File: config.mk
export PLATFORM = sky130hd
export DESIGN_NAME = quad_encoder_gen_flat
export DESIGN_NICKNAME = d
export VERILOG_FILES = /design/src/rtl/quad_encoder_gen_if.sv /design/src/rtl/quad_encoder_gen.sv /design/src/flat_wrapper.sv
export SDC_FILE = /design/constraint.sdc
export NUM_CORES = 1
export LEC_CHECK = 0
export BUFFER_PORTS_ARGS = -buffer_cell sky130_fd_sc_hd__clkbuf_2
export CORE_MARGIN = 5
export CORE_UTILIZATION = 55
export CTS_CLUSTER_SIZE = 16
export DETAILED_ROUTE_END_ITERATION = 6
export GPL_TIMING_DRIVEN = 0
export PLACE_DENSITY = 0.77
export SLEW_MARGIN = 20
export SYNTH_ARGS = -nofsm -noshare
export SYNTH_HDL_FRONTEND = slang
export SYNTH_SLANG_ARGS = --single-unit
File: constraint.sdc
create_clock -name clk -period 3 [get_ports clk]
set_input_delay 0.6 -clock clk [delete_from_list [all_inputs] [get_ports clk]]
set_output_delay 0.6 -clock clk [all_outputs]
set_load 0.01 [all_outputs]
File: src/rtl/quad_encoder_gen_if.sv
// Command channel of the quadrature generator: valid/ready handshake plus
// the step command (direction, edge count, edge period).
interface quad_encoder_gen_if #(
  parameter int STEPS_W = 10,
  parameter int PER_W   = 16
) ();
  logic               cmd_valid;
  logic               cmd_ready;
  logic               cmd_dir;
  logic [STEPS_W-1:0] cmd_steps;
  logic [PER_W-1:0]   cmd_period;

  modport master (
    output cmd_valid, cmd_dir, cmd_steps, cmd_period,
    input  cmd_ready
  );

  modport slave (
    input  cmd_valid, cmd_dir, cmd_steps, cmd_period,
    output cmd_ready
  );
endinterface

File: src/rtl/quad_encoder_gen.sv
// Quadrature A/B generator emulating a rotary encoder; emits a commanded number
// of Gray-coded edges at a fixed period. Optional index output under QUAD_INDEX_Z_EN.
module quad_encoder_gen #(
  parameter int STEPS_W       = 10,
  parameter int PER_W         = 16,
  parameter int POS_W         = 10,
  parameter int EDGES_PER_REV = 96
) (
  input  logic               clk,
  input  logic               reset,
  quad_encoder_gen_if.slave  cmd,
  input  logic               abort,
  output logic               A,
  output logic               B,
  output logic               busy,
  output logic               done,
  output logic [POS_W-1:0]   pos,
  output logic               Z
);

  typedef enum logic {S_IDLE, S_RUN} state_t;

  state_t             r_state;
  logic               r_dir;
  logic [STEPS_W-1:0] r_left;
  logic [PER_W-1:0]   r_period;
  logic [PER_W-1:0]   r_tick;
  logic               r_a;
  logic               r_b;
  logic               r_busy;
  logic               r_done;
  logic               r_ready;
  logic [POS_W-1:0]   r_pos;

  logic [PER_W-1:0]   w_period_clamped;
  logic               w_toggle_a;
  logic               w_emit;
  logic [POS_W-1:0]   w_pos_next;

  always_comb begin
    w_period_clamped = (cmd.cmd_period < PER_W'(4)) ? PER_W'(4) : cmd.cmd_period;
    // Forward toggles A when A==B, reverse toggles A when A!=B; B otherwise.
    w_toggle_a       = r_dir ? (r_a == r_b) : (r_a != r_b);
    w_pos_next       = r_dir ? (r_pos + POS_W'(1)) : (r_pos - POS_W'(1));
    w_emit           = (r_state == S_RUN) && !abort && (r_left != '0) && (r_tick == r_period);
  end

  always_ff @(posedge clk or posedge reset) begin
    if (reset) begin
      r_state  <= S_IDLE;
      r_dir    <= 1'b0;
      r_left   <= '0;
      r_period <= PER_W'(4);
      r_tick   <= PER_W'(1);
      r_a      <= 1'b0;
      r_b      <= 1'b0;
      r_busy   <= 1'b0;
      r_done   <= 1'b0;
      r_ready  <= 1'b1;
      r_pos    <= '0;
    end else begin
      r_done <= 1'b0;
      case (r_state)
        S_IDLE: begin
          if (cmd.cmd_valid) begin
            r_dir    <= cmd.cmd_dir;
            r_left   <= cmd.cmd_steps;
            r_period <= w_period_clamped;
            r_tick   <= PER_W'(1);
            if (cmd.cmd_steps == '0) begin
              r_done <= 1'b1;
            end else begin
              r_state <= S_RUN;
              r_ready <= 1'b0;
              r_busy  <= 1'b1;
            end
          end
        end
        S_RUN: begin
          // Last edge already out (or aborted): one more cycle, then done.
          if (abort || (r_left == '0)) begin
            r_state <= S_IDLE;
            r_done  <= 1'b1;
            r_ready <= 1'b1;
            r_busy  <= 1'b0;
          end else if (w_emit) begin
            r_tick <= PER_W'(1);
            r_left <= r_left - STEPS_W'(1);
            r_pos  <= w_pos_next;
            if (w_toggle_a) r_a <= ~r_a;
            else            r_b <= ~r_b;
          end else begin
            r_tick <= r_tick + PER_W'(1);
          end
        end
        default: r_state <= S_IDLE;
      endcase
    end
  end

  assign cmd.cmd_ready = r_ready;
  assign A             = r_a;
  assign B             = r_b;
  assign busy          = r_busy;
  assign done          = r_done;
  assign pos           = r_pos;

`ifdef QUAD_INDEX_Z_EN
  localparam int REV_W = $clog2(EDGES_PER_REV);

  logic [REV_W-1:0] r_rev;
  logic [REV_W-1:0] w_rev_next;
  logic             r_z;

  always_comb begin
    if (r_dir) w_rev_next = (r_rev == REV_W'(EDGES_PER_REV - 1)) ? '0 : (r_rev + REV_W'(1));
    else       w_rev_next = (r_rev == '0) ? REV_W'(EDGES_PER_REV - 1) : (r_rev - REV_W'(1));
  end

  always_ff @(posedge clk or posedge reset) begin
    if (reset) begin
      r_rev <= '0;
      r_z   <= 1'b1;
    end else if (w_emit) begin
      r_rev <= w_rev_next;
      r_z   <= (w_rev_next == '0);
    end
  end

  assign Z = r_z;
`else
  // Index disabled: Z is constant 0 for any legal revolution size.
  assign Z = 1'b0 & (EDGES_PER_REV > 0);
`endif

endmodule

File: src/flat_wrapper.sv
// flat-port wrapper written by rule: the top's interface ports become plain ports
module quad_encoder_gen_flat 
#(
  parameter int STEPS_W       = 10,
  parameter int PER_W         = 16,
  parameter int POS_W         = 10,
  parameter int EDGES_PER_REV = 96
)
  (clk, reset, abort, A, B, busy, done, pos, Z, cmd_cmd_valid, cmd_cmd_dir, cmd_cmd_steps, cmd_cmd_period, cmd_cmd_ready);
  quad_encoder_gen_if #(.STEPS_W(STEPS_W), .PER_W(PER_W)) cmd_i ();
  input  logic clk;
  input  logic reset;
  input  logic abort;
  output logic A;
  output logic B;
  output logic busy;
  output logic done;
  output logic [POS_W-1:0] pos;
  output logic Z;
  input wire logic [$bits(cmd_i.cmd_valid)-1:0] cmd_cmd_valid;
  input wire logic [$bits(cmd_i.cmd_dir)-1:0] cmd_cmd_dir;
  input wire logic [$bits(cmd_i.cmd_steps)-1:0] cmd_cmd_steps;
  input wire logic [$bits(cmd_i.cmd_period)-1:0] cmd_cmd_period;
  output wire logic [$bits(cmd_i.cmd_ready)-1:0] cmd_cmd_ready;
  assign cmd_i.cmd_valid = cmd_cmd_valid;
  assign cmd_i.cmd_dir = cmd_cmd_dir;
  assign cmd_i.cmd_steps = cmd_cmd_steps;
  assign cmd_i.cmd_period = cmd_cmd_period;
  assign cmd_cmd_ready = cmd_i.cmd_ready;
  quad_encoder_gen #(.STEPS_W(STEPS_W), .PER_W(PER_W), .POS_W(POS_W), .EDGES_PER_REV(EDGES_PER_REV)) u_core (.clk(clk), .reset(reset), .cmd(cmd_i), .abort(abort), .A(A), .B(B), .busy(busy), .done(done), .pos(pos), .Z(Z));
endmodule
# Yosys cells after proc, flatten, opt, wreduce, memory -nomap -nowiden

Cells that the tools add are included.

Add/subtract/negate cells: 4
Magnitude comparators: 1
Eq/ne operators: 8
Muxes and demuxes: 27
Bitwise logic cells: 5
Reduce and logical (&&, ||, !) cells: 15

Operators by type and width:

| cell                                                                           | count |
|---|---|
| 16-bit two-way mux                                                             | 4 |
| 10-bit two-way mux                                                             | 4 |
| 16-bit one-hot mux with 2 select lines                                         | 1 |
| 10-bit zero test                                                               | 2 |
| 10-bit one-hot mux with 2 select lines                                         | 1 |
| 10-bit by 1-bit subtractor with 10-bit output (second input constant)          | 2 |
| 16-bit by 1-bit adder with 16-bit output (second input constant)               | 1 |
| 16-bit equality test                                                           | 1 |
| 16-bit by 3-bit less-than comparator with 1-bit output (second input constant) | 1 |
| 1-bit two-way mux                                                              | 13 |
| 10-bit by 1-bit adder with 10-bit output (second input constant)               | 1 |
| 2-bit inequality test (second input constant)                                  | 5 |
| 10-bit nonzero test                                                            | 1 |
| 3-bit AND reduction                                                            | 3 |
| 1-bit one-hot mux with 2 select lines                                          | 4 |
| 4-bit AND reduction                                                            | 2 |
| 1-bit NOT                                                                      | 5 |
| 2-bit AND reduction                                                            | 2 |
| 1-bit logical AND                                                              | 3 |
| 1-bit equality test                                                            | 1 |
| 1-bit zero test                                                                | 1 |
| 1-bit logical OR                                                               | 1 |
| 1-bit inequality test                                                          | 1 |

Register bits: 59
Bits of input ports: 31
Output and inout port bits: 16
Logic and storage cells: 71

# Logic depth before layout (Yosys ltp)

Depth in word-level cells: 7
Depth in mapped cells: 9

# Least setup slack after synthesis

No wires, ideal clock.

Path kind: register to register
From: register u_core.r_dir
To: register u_core.r_pos[9], in the netlist u_core.pos[9]
Library setup time: 0.079 ns
Arrival time: 2.105 ns
Slack: 0.816 ns
Cell stages (with the launch flop): 9
Buffers on the path: 0
Cell sequence: dfrtp_1 -> inv_1 -> ha_1 -> a211oi_1 -> nor3_1 -> o31a_1 -> or3_1 -> a21oi_1 -> xor2_1

Word-level cells in the longest chain between the ends: 1

RTL lines:

| element                | RTL line               | source |
|---|---|---|
| start, declared        | quad_encoder_gen.sv:24 | `logic r_dir;` |
| start signal, assigned | quad_encoder_gen.sv:66 | `r_dir <= cmd.cmd_dir;` |
| 10-bit two-way mux     | quad_encoder_gen.sv:44 | `w_pos_next = r_dir ? (r_pos + POS_W'(1)) : (r_pos - POS_W'(1));` |
| end signal, assigned   | quad_encoder_gen.sv:89 | `r_pos <= w_pos_next;` |
| end, declared          | quad_encoder_gen.sv:33 | `logic [POS_W-1:0] r_pos;` |

Every way passes these cells.
A chain may end at the register's enable or synchronous reset.

# Worst setup path after layout

Same ends and word-level chain as after synthesis.

==> results_dict.tcl <==
set metrics [dict create \
    holdWs_ns 0.215 \
    place_ws_ns 0.559 \
    fmax_ghz 0.407 \
    vias_per_cell 5.63 \
    numCtsBuffers 9 \
    p_clk_share_pct 31.4 \
    fin_nets 478 \
    mostFrequentLayoutCells "nand2_1, dfrtp_1, clkbuf_2" \
    die_w_um 88.0 \
    start_kind "flop" \
    synth_area_per_cell_um2 8.84 \
    worstMarginPinSlew_ns 0.611 \
    comb_power_share_pct 23.5 \
    place_area_um2 3690 \
    antenna_found_initial 0 \
    syn_inst 379 \
    clock_sinks 59 \
    drc_errors 0 \
    groute.usage.overall_pct 22.9 \
    worstSetupPathType "flop to flop" \
    instances_no_fill 516 \
    final_util_pct 65.6 \
    synth_cell_type_count 50 \
    first_pass_iters 4 \
    dp_hpwl_um 5730 \
    placed_cells 500 \
    arrival_ns 2.73 \
    final_common_cell "nand2_1" \
    hold_buffers 0 \
    cp_max_fo 9 \
    grt_max_degree 35 \
    drt-wirelength-per-cell_um 15.2 \
    post_cts_buffers 0 \
    power_leakage_nw 1.81 \
    seqPwrFrac_pct 45.0 \
    wirelength_um 7860 \
    drive_gt1_share_pct 17.5 \
    synth_top_area_share_pct 41.8 \
    drtIter0Drc 139 \
    dominantRegCellSynth "dfrtp_1" \
    ctsHtreeMaxLevel 3 \
    slew_headroom_pct 58.9 \
    core_um2 5920 \
    switching_power_mw 0.758 \
    num_rows 28 \
    synth_area_leaders "dfrtp_1, nand2_1, xnor2_1, o21ai_0, ha_1" \
    slew_violations 0 \
    vdd_drop_max_v 0.000403 \
    ys_ff_latch 59 \
    design_area_um2 3880 \
    die_area_um2 7750 \
    outcome "finished, final reports clean" \
    swShare_pct 33.2 \
    period_share_pct 81.8 \
    cts_tree "done" \
    synth_edf_count 0 \
    postCtsResizedCells 0 \
    power.total_mw 2.29 \
    num_vias 2907 \
    setup_viol 0 \
    root_buffer "clkbuf_8" \
    clock_path_buffers 2 \
    yosysTopAreaCell "dfrtp_1" \
    clk_pin_slew_worst_paths_ns 0.07 \
    ant_nets 0 \
    power.density_nw_per_um2 588 \
    setup_ws_ns 0.545 \
    start_util_pct 56.6 \
    ys_async_sr_fraction_pct 100 \
    period_minus_slack_ns 2.46 \
    end_kind "flop" \
    synthesis.nets 421 \
    portBuffers 45 \
    internal-power_mw 1.53 \
    synthesis.area_um2 3350 \
    worstSkewPairLatency_ns 0.34 \
    gp_congestion 0.862 \
    yosysWarnings 0 \
    diodes 0 \
    top_level_ports 47 \
    grt_pass1_vias 2970 \
    cap_violations 0 \
    overflow 0 \
    fin_skew_ns 0.00494 \
    hp-class "input port to async pin" \
    syn_to_final_growth_pct 16.0 \
    grt_pass1_wl_um 13800 \
    ys_seq_area_share_pct 44.2 \
    grt_setup_unrepaired "no" \
    fin_setup_tns_ns 0 \
    hold_viol 0 \
    die_y_um 88.0 \
    crit_required_ns 3.27 \
]
power groups by stage:
stage                     clock [mW]  sequential, mW  combinational [mW]
after floorplan                    0            1.01               0.405
after global placement             0            1.04               0.511
after detailed placement           0            1.04               0.533
after CTS                      0.723            1.03               0.540
after global routing           0.768            1.05               0.615
final                          0.718            1.03               0.538
metal layers:
layer,up-vias,track usage [%],share of wire [%]
met3,16,4.89,4.3
li1,1447,-,-
met4,0,9.20,1.9
met1,1376,31.2,48
met2,68,35.7,46
met5,-,0,0
flip-flops by register name, indices dropped and copies added (netlist names):
name,flops
u_core.pos,10
u_core.B,1
u_core.cmd.cmd_ready,1
u_core.r_state,1
u_core.r_period,16
u_core.r_dir,1
u_core.r_left,10
u_core.busy,1
u_core.done,1
u_core.r_tick,16
u_core.A,1
final timing paths:
path,cells past startpoint,from,to,slack [ns]
setup reg to reg,8,u_core.r_dir$_DFFE_PP0P_,u_core.pos[9]$_DFFE_PP0P_,0.54
setup / recovery,8,u_core.r_dir$_DFFE_PP0P_,u_core.pos[9]$_DFFE_PP0P_,0.54
hold / removal,2,reset,u_core.pos[7]$_DFFE_PP0P_,0.21
max in group asynchronous,3,reset,u_core.r_period[2]$_DFFE_PP1P_,2.23
min in group clk,3,cmd_cmd_period[2],u_core.r_period[2]$_DFFE_PP1P_,0.44
hold reg to reg,2,u_core.cmd.cmd_ready$_DFFE_PP1P_,u_core.cmd.cmd_ready$_DFFE_PP1P_,0.46
worst max-delay path: stages, from the launching register on:
cell and delay [ns]:
dfrtp_1 0.46, inv_1 0.31, ha_1 0.32, a211oi_1 0.26
nor3_1 0.09, o31a_1 0.30, or3_1 0.30, a21oi_1 0.18
xor2_1 0.15
cells by family after synthesis:
| family | count (synthesis) | share of synthesized area [%] |
|---|---|---|
| xor+xnor | 29 | 7.58 |
| buf+inv | 30 | 3.77 |
| compound gates | 90 | 17.4 |
| other cells | 1 | 0.112 |
| simple gates | 159 | 22.6 |
| flops | 59 | 44.2 |
| fa+ha+maj | 11 | 4.33 |
cells in the mapped netlist (9+ instances only):
cell and count:
a21oi_1 14, clkbuf_1 9, dfrtp_1 56, ha_1 10, inv_1 14, nand2_1 77
nand3_1 11, nand4_1 10, nor2_1 21, o21ai_0 31, xnor2_1 21
layout make-up:
type                            count  area [um2]
Buffer                             16        73.8
Clock buffer                        9         124
Clock inverter                      7        68.8
Fill cell                         501        2040
Inverter                           14        55.1
Multi-Input combinational cell    290        1740
Sequential cell                    59        1480
Tap cell                           75        93.8
Timing Repair Buffer               46         245
No activity file was read; power rests on OpenSTA's default activity.
